**config.mk**
```make
export PLATFORM = sky130hd
export DESIGN_NAME = tqv_periph_bus_arbiter
export DESIGN_NICKNAME = d
export VERILOG_FILES = /design/src/rtl/tqv_bus_pkg.sv /design/src/rtl/tqv_rr_arb2.sv /design/src/rtl/tqv_periph_bus_arbiter.sv
export SDC_FILE = /design/constraint.sdc
export NUM_CORES = 1
export LEC_CHECK = 0
export CORE_MARGIN = 2
export CORE_UTILIZATION = 30
export CTS_CLUSTER_SIZE = 28
export DETAILED_ROUTE_END_ITERATION = 7
export PLACE_DENSITY = 0.71
export SLEW_MARGIN = 10
export SYNTH_ARGS = -nofsm -noshare
export SYNTH_HDL_FRONTEND = slang
export SYNTH_SLANG_ARGS = --single-unit
```
**constraint.sdc**
```tcl
create_clock -name clk -period 7.9 [get_ports clk]
set_input_delay 2.37 -clock clk [delete_from_list [all_inputs] [get_ports clk]]
set_output_delay 2.37 -clock clk [all_outputs]
set_load 0.005 [all_outputs]
```
**src/rtl/tqv_bus_pkg.sv**
```systemverilog
// Shared definitions for the TinyQV peripheral bus arbiter.
// Contents:
//   SZ_*          - 2-bit write/read strobe encodings (11 = inactive)
//   TIMEOUT_RDATA - read data returned when a read is aborted by the watchdog
//   state_t       - sequencer states
//   owner_onehot  - turns a 1-bit requester index into a one-hot port vector
package tqv_bus_pkg;

  localparam logic [1:0] SZ_BYTE = 2'b00;
  localparam logic [1:0] SZ_HALF = 2'b01;
  localparam logic [1:0] SZ_WORD = 2'b10;
  localparam logic [1:0] SZ_NONE = 2'b11;

  localparam logic [31:0] TIMEOUT_RDATA = 32'hFFFF_FFFF;

  typedef enum logic [1:0] {
    ST_IDLE,
    ST_WRITE,
    ST_READ,
    ST_RESP
  } state_t;

  function automatic logic [1:0] owner_onehot(input logic owner);
    return owner ? 2'b10 : 2'b01;
  endfunction

endpackage

```
**src/rtl/tqv_rr_arb2.sv**
```systemverilog
// Two-way round-robin picker, purely combinational.
// Ports:
//   valid      in  2  request valid per requester
//   last_grant in  1  index of the requester granted most recently
//   grant      out 2  one-hot winner (zero when nobody is valid)
// When both requesters are valid, the one that did not win last time wins.
module tqv_rr_arb2 (
  input  logic [1:0] valid,
  input  logic       last_grant,
  output logic [1:0] grant
);

  // NOTE: every signal assigned in always_comb gets a default first, so no
  // path through the block leaves it unassigned and no latch is inferred.
  always_comb begin
    grant = valid;
    if (valid == 2'b11) begin
      grant = last_grant ? 2'b01 : 2'b10;
    end
  end

endmodule

```
**src/rtl/tqv_periph_bus_arbiter.sv**
```systemverilog
// Shares the single TinyQV peripheral register bus between two requesters
// (port 0: SPI host bridge, port 1: on-chip config/table loader). One bus
// transaction is in flight at a time; grants rotate round-robin.
// Ports:
//   clk, rst                    clock, asynchronous active-high reset
//   req_valid/req_ready         per-requester request handshake (ready = one-cycle accept)
//   req_addr/wdata/write_n/read_n  packed per-requester request fields {port1, port0}
//   rsp_valid/rsp_rdata/rsp_err one-cycle completion pulse with read data / timeout flag
//   address/data_in             peripheral address and write data
//   data_write_n/data_read_n    peripheral strobes (11 = idle)
//   data_out/data_ready         peripheral read data and read-complete
module tqv_periph_bus_arbiter
  import tqv_bus_pkg::*;
#(
  parameter int TIMEOUT_CYCLES = 64,
  parameter int TIMEOUT_W      = 7
) (
  input  logic        clk,
  input  logic        rst,
  input  logic [1:0]  req_valid,
  output logic [1:0]  req_ready,
  input  logic [11:0] req_addr,
  input  logic [63:0] req_wdata,
  input  logic [3:0]  req_write_n,
  input  logic [3:0]  req_read_n,
  output logic [1:0]  rsp_valid,
  output logic [31:0] rsp_rdata,
  output logic        rsp_err,
  output logic [5:0]  address,
  output logic [31:0] data_in,
  output logic [1:0]  data_write_n,
  output logic [1:0]  data_read_n,
  input  logic [31:0] data_out,
  input  logic        data_ready
);

  localparam logic [TIMEOUT_W-1:0] CNT_LAST = TIMEOUT_W'(TIMEOUT_CYCLES - 1);

  state_t               state;
  logic                 owner;       // requester index of the transaction in flight
  logic                 last_grant;
  logic                 bad_req;     // captured request had an illegal strobe pair
  logic [TIMEOUT_W-1:0] wait_cnt;

  logic [1:0]  grant;
  logic        win;
  logic [5:0]  sel_addr;
  logic [31:0] sel_wdata;
  logic [1:0]  sel_wr;
  logic [1:0]  sel_rd;
  logic        sel_illegal;

  tqv_rr_arb2 u_arb (
    .valid      (req_valid),
    .last_grant (last_grant),
    .grant      (grant)
  );

  // Route the winning requester's fields; only meaningful while grant != 0.
  assign win         = grant[1];
  assign sel_addr    = win ? req_addr[11:6]     : req_addr[5:0];
  assign sel_wdata   = win ? req_wdata[63:32]   : req_wdata[31:0];
  assign sel_wr      = win ? req_write_n[3:2]   : req_write_n[1:0];
  assign sel_rd      = win ? req_read_n[3:2]    : req_read_n[1:0];
  // Exactly one of write/read must be active; both or neither is rejected.
  assign sel_illegal = (sel_wr != SZ_NONE) == (sel_rd != SZ_NONE);

  // Accept is combinational so the strobe lands on the cycle after it.
  assign req_ready = (state == ST_IDLE && !rst) ? grant : 2'b00;

  // NOTE: sequential state uses non-blocking assignments only, so every
  // register samples the pre-edge value of every other register.
  always_ff @(posedge clk or posedge rst) begin
    if (rst) begin
      state        <= ST_IDLE;
      owner        <= 1'b0;
      last_grant   <= 1'b1;
      bad_req      <= 1'b0;
      wait_cnt     <= '0;
      rsp_valid    <= 2'b00;
      rsp_rdata    <= '0;
      rsp_err      <= 1'b0;
      address      <= '0;
      data_in      <= '0;
      data_write_n <= SZ_NONE;
      data_read_n  <= SZ_NONE;
    end else begin
      rsp_valid <= 2'b00;
      unique case (state)
        ST_IDLE: begin
          if (grant != 2'b00) begin
            owner      <= win;
            last_grant <= win;
            wait_cnt   <= '0;
            bad_req    <= sel_illegal;
            if (sel_illegal) begin
              // Illegal requests reuse the write slot with the strobe left
              // idle, so their error response arrives with write timing.
              state <= ST_WRITE;
            end else if (sel_wr != SZ_NONE) begin
              address      <= sel_addr;
              data_in      <= sel_wdata;
              data_write_n <= sel_wr;
              state        <= ST_WRITE;
            end else begin
              address     <= sel_addr;
              data_in     <= sel_wdata;
              data_read_n <= sel_rd;
              state       <= ST_READ;
            end
          end
        end

        ST_WRITE: begin
          data_write_n <= SZ_NONE;
          rsp_valid    <= owner_onehot(owner);
          rsp_rdata    <= '0;
          rsp_err      <= bad_req;
          state        <= ST_RESP;
        end

        ST_READ: begin
          // Data takes priority over the watchdog when both hit together.
          if (data_ready) begin
            data_read_n <= SZ_NONE;
            rsp_valid   <= owner_onehot(owner);
            rsp_rdata   <= data_out;
            rsp_err     <= 1'b0;
            state       <= ST_RESP;
          end else if (wait_cnt == CNT_LAST) begin
            data_read_n <= SZ_NONE;
            rsp_valid   <= owner_onehot(owner);
            rsp_rdata   <= TIMEOUT_RDATA;
            rsp_err     <= 1'b1;
            state       <= ST_RESP;
          end else begin
            wait_cnt <= wait_cnt + 1'b1;
          end
        end

        ST_RESP: begin
          state <= ST_IDLE;
        end

        default: state <= ST_IDLE;
      endcase
    end
  end

endmodule

```
* Word-level counts from Yosys, hierarchy flattened
Cells that the tools add are included.
Word-level totals: output and inout bits 79, register bits after elaboration 89
Operators by class: reduce and logical (&&, ||, !) cells 14, bitwise operators 1, $add $sub $neg 1, equality and inequality tests 15, mux-type cells 35
Operator list (count):
- $mux 32 | 3
- $pmux 32 s2 | 1
- $mux 2 | 19
- $mux 7 | 3
- $pmux 7 s2 | 1
- $ne 2x2->1 const B | 6
- $pmux 2 s2 | 3
- $pmux 2 s4 | 1
- $reduce_and 4->1 | 2
- $reduce_bool 2->1 | 4
- $add 7x1->7 const B | 1
- $eq 7x6->1 const B | 1
- $eq 2x2->1 const B | 3
- $mux 6 | 1
- $reduce_and 2->1 | 3
- $reduce_and 5->1 | 1
- $ne 2x1->1 const B | 2
- $ne 3x3->1 const B | 1
- $reduce_and 3->1 | 1
- $eq 2x1->1 const B | 1
- $logic_not 2->1 | 1
- $mux 1 | 2
- $pmux 1 s2 | 1
- $eq 1x1->1 | 1
- 3 further kinds | 3

* Depth between registers and ports, before layout
depth after elaboration 8, gate-level depth with buffers 11, gate-level depth less buffers 8

* Modules after synthesis
Synthesis repeated with hierarchy kept, for this count alone.
Second synthesis, totals: cell total of the unflattened synthesis 391, area, all modules 4456.8 um2
By module, submodules not included:
- tqv_periph_bus_arbiter | sequential area each 2233.4 um2, area each 4438.0 um2, cells an instance 388, instances 1
- tqv_rr_arb2 | sequential area each 0.0 um2, area each 18.8 um2, cells an instance 3, instances 1

* Least setup slack after synthesis
OpenSTA, ideal clock, no wires.
kind input-to-output, start input rst, end output req_ready[0], data arrival time 4.646 ns, setup slack 0.884 ns, stages 2, data required time 5.530 ns, cell sequence inv_1 > o2111a_1
Between the ends: longest elaborated chain between the ends 3
RTL lines:
- start, declared | line tqv_periph_bus_arbiter.sv:19 | input logic rst,
- $logic_not 1->1 (no source line)
- $logic_and 1x1->1 | line tqv_periph_bus_arbiter.sv:69 | assign req_ready = (state == ST_IDLE && !rst) ? grant : 2'b00;
- $mux 2 | line tqv_periph_bus_arbiter.sv:69
- end, declared | line tqv_periph_bus_arbiter.sv:21 | output logic [1:0] req_ready,
Every way passes these cells.

* Final worst setup path
start input req_valid[1], end output req_ready[1]
Between the ends: longest elaborated chain between the ends 3
RTL lines:
- start, declared | line tqv_periph_bus_arbiter.sv:20 | input logic [1:0] req_valid,
- $eq 2x2->1 | line tqv_rr_arb2.sv:17 | if (valid == 2'b11) begin
- $mux 2 * | line tqv_rr_arb2.sv:17
- $mux 2 * | line tqv_periph_bus_arbiter.sv:69
Every way passes the cells marked *; elsewhere a longest branch is shown, timed or not.

==> impl_metrics.env <==
export IMPL_status="finished, final reports clean"
export IMPL_critPathCaptureType="output port"
export IMPL_drv_cap=0
export IMPL_critPathLaunchType="input pin"
export IMPL_rsz0062_at_grt="false"
export IMPL_postCtsSetupBuffers=0
export IMPL_antenna_found_initial=0
export IMPL_cts_sinks=89
export IMPL_ir_worst_vdd_v=0.000131
export IMPL_holdBufCountCts=0
export IMPL_cp_max_fo=5
export IMPL_post_cts_resized=0
export IMPL_synth_area_mm2=0.00421
export IMPL_syn_nets=554
export IMPL_cts_root_buf="clkbuf_16"
export IMPL_use_met2=0.252
export IMPL_clock_skew_ns=0.00745
export IMPL_track_usage=0.154
export IMPL_routed_wl_um=11300
export IMPL_crit_type="in2out"
export IMPL_grt_met1_usage=0.186
export IMPL_htree_num_levels=3
export IMPL_drc=0
export IMPL_min_path_type="reg2reg"
export IMPL_start_util=0.305
export IMPL_relSlewSlack=0.441
export IMPL_grtUsageMet3=0.0469
export IMPL_cp_data_required_time_ns=5.53
export IMPL_finalWeightedCongestion=0.784
export IMPL_grt_pass1_vias=3814
export IMPL_layout_drive_gt1_share=0.0665
export IMPL_final_nets=739
export IMPL_finalSetupViolCount=0
export IMPL_cts_tree="done"
export IMPL_initialDrtViolationCount=119
export IMPL_dr_total_vias=3721
export IMPL_slew_violations=0
export IMPL_yosysSeqAreaShare=0.530
export IMPL_hold_viol=0
export IMPL_final_common_cell="clkdlybuf4s50_1"
export IMPL_final_cell_mix="199 x clkdlybuf4s50_1, 84 x dfrtp_1, 77 x nand2_1, 71 x o21ai_0, 43 x mux2i_1"
export IMPL_synth_edf_count=0
export IMPL_clock_insertion_delay_worst_skew_ns=0.34
export IMPL_diodes=0
export IMPL_final_seq_area_mm2=0.00223
export IMPL_drt_pass1_iter_count=4
export IMPL_async_reset_ff_frac=1.00
export IMPL_grt_overflow=0
export IMPL_synthesis_instances=427
export IMPL_drtAntennaViolNets=0
export IMPL_grt_pass1_wl_um=18000
export IMPL_coreArea_mm2=0.0138
export IMPL_tns_ns=0
export IMPL_clock_path_buffers=2
export IMPL_worst_pin_slew_ns=0.837
export IMPL_pwr_density_cell_mw_per_mm2=313
export IMPL_min_period_over_period=0.780
export IMPL_critPathArrivalTime_ns=3.79
export IMPL_routed_via_density=4.67
export IMPL_grt_max_degree=81
export IMPL_areaGrowthSynthToFinish_pct=57.8
export IMPL_io_buffers=199
export IMPL_die_y_um=123
export IMPL_fill_cells=1254
export IMPL_cts_reportedPaths_clkPinSlew_ns=0.06
export IMPL_fmax_ghz=0.162
export IMPL_ys_ff_latch=89
export IMPL_p_leak_nw=2.80
export IMPL_synth_warnings=0
export IMPL_ys_flop_type="dfrtp_1"
export IMPL_final_min_clock_period_ns=6.16
export IMPL_syn_area_per_cell_um2=9.87
export IMPL_wl_per_cell_um=14.1
export IMPL_ys_types=38
export IMPL_dp_hpwl_um=8300
export IMPL_holdWs_ns=0.469
export IMPL_busiest_layer="met2"
export IMPL_die_x_um=123
export IMPL_std_cell_rows=43
export IMPL_cts_made_buffers=9
export IMPL_multiInputGateArea_mm2=0.00180
export IMPL_io_pins=200
export IMPL_die_area_mm2=0.0150
-- per-stage QoR --
stage                     total power, mW  instances  setup slack, ns  instance area, µm²  utilization
final                                2.08        797             1.74                6650        0.481
after global routing                 2.25        797             1.64                6650        0.481
after CTS                            2.12        797             1.73                6650        0.481
after detailed placement             1.64        781             1.73                6330        0.458
after global placement               1.61        781             1.76                6330        0.458
after floorplan                      1.19        427            0.884                4210            -
-- worst max-delay path: stages --
cell	delay (ns)
clkdlybuf4s50_1	0.56
a21boi_4	0.21
and3_1	0.17
clkdlybuf4s50_1	0.49
-- metal layers --
metal | wire length (µm) | vias to the layer above
met2 | 5360 | 144
met5 | 0 | -
met4 | 216 | 0
met1 | 4730 | 1717
met3 | 947 | 14
li1 | - | 1846
-- state kept, by name, summed over array words and instances (netlist names) --
signal / count
address: 6
bad_req: 1
data_in: 32
data_read_n: 2
data_write_n: 2
last_grant: 1
owner: 1
rsp_err: 1
rsp_rdata: 32
rsp_valid: 2
state: 2
wait_cnt: 7
-- synthesized netlist by cell type, types with 2 or more instances --
cell      count  share of area
clkbuf_1     13          0.012
buf_4         2         0.0036
xnor2_1       3         0.0062
inv_1        10         0.0089
o22ai_1       3         0.0045
nand3_1       5         0.0059
a211oi_1      2         0.0036
buf_6         3         0.0080
ha_1          6          0.018
nor2_1        9         0.0080
or2_2         2         0.0030
o21ai_0      71          0.084
o21ai_1      37          0.044
buf_2        12          0.014
nor3b_1       2         0.0036
a31oi_1       2         0.0030
a21oi_1      15          0.018
dfstp_2       5          0.031
mux2i_1      43           0.10
nand2_1      77          0.069
and3_1        2         0.0030
dfrtp_1      84           0.50
o21ai_2       4         0.0083
-- area by class of cell --
type                            instances  share of cell area
Timing Repair Buffer                  204               0.305
Multi-Input combinational cell        297               0.271
Inverter                               11             0.00640
Sequential cell                        89               0.336
Clock buffer                           10              0.0344
Tap cell                              180              0.0339
Clock inverter                          6              0.0137
-- cells by family (layout without fill, tap and decap cells) --
| kind of cell | Yosys count | after routing | share of synthesized area |
|---|---|---|---|
| compound gates | 142 | 142 | 0.191 |
| simple gates | 102 | 102 | 0.102 |
| flops | 89 | 89 | 0.530 |
| mux | 44 | 44 | 0.106 |
| buf+inv | 41 | 231 | 0.0472 |
| fa+ha+maj | 6 | 6 | 0.0178 |
| xor+xnor | 3 | 3 | 0.00624 |
-- path summary, 6_finish.rpt --
path,start,to,slack [ns],cells past startpoint
setup / recovery,req_valid[1],req_ready[1],1.74,4
hold reg to reg,owner,rsp_valid[0],0.47,1
setup reg to reg,last_grant,data_read_n[0],4.84,9
min in group asynchronous,rst,rsp_rdata[26],2.56,3
hold / removal,owner,rsp_valid[0],0.47,1
max in group asynchronous,rst,data_write_n[0],4.37,4
-- where the power goes --
part	leakage (nW)	internal (mW)	switching, mW
clock	0.145	0.278	0.180
sequential	1.14	0.634	0.102
combinational	1.51	0.467	0.423
Power figures use the tool's default switching activity.
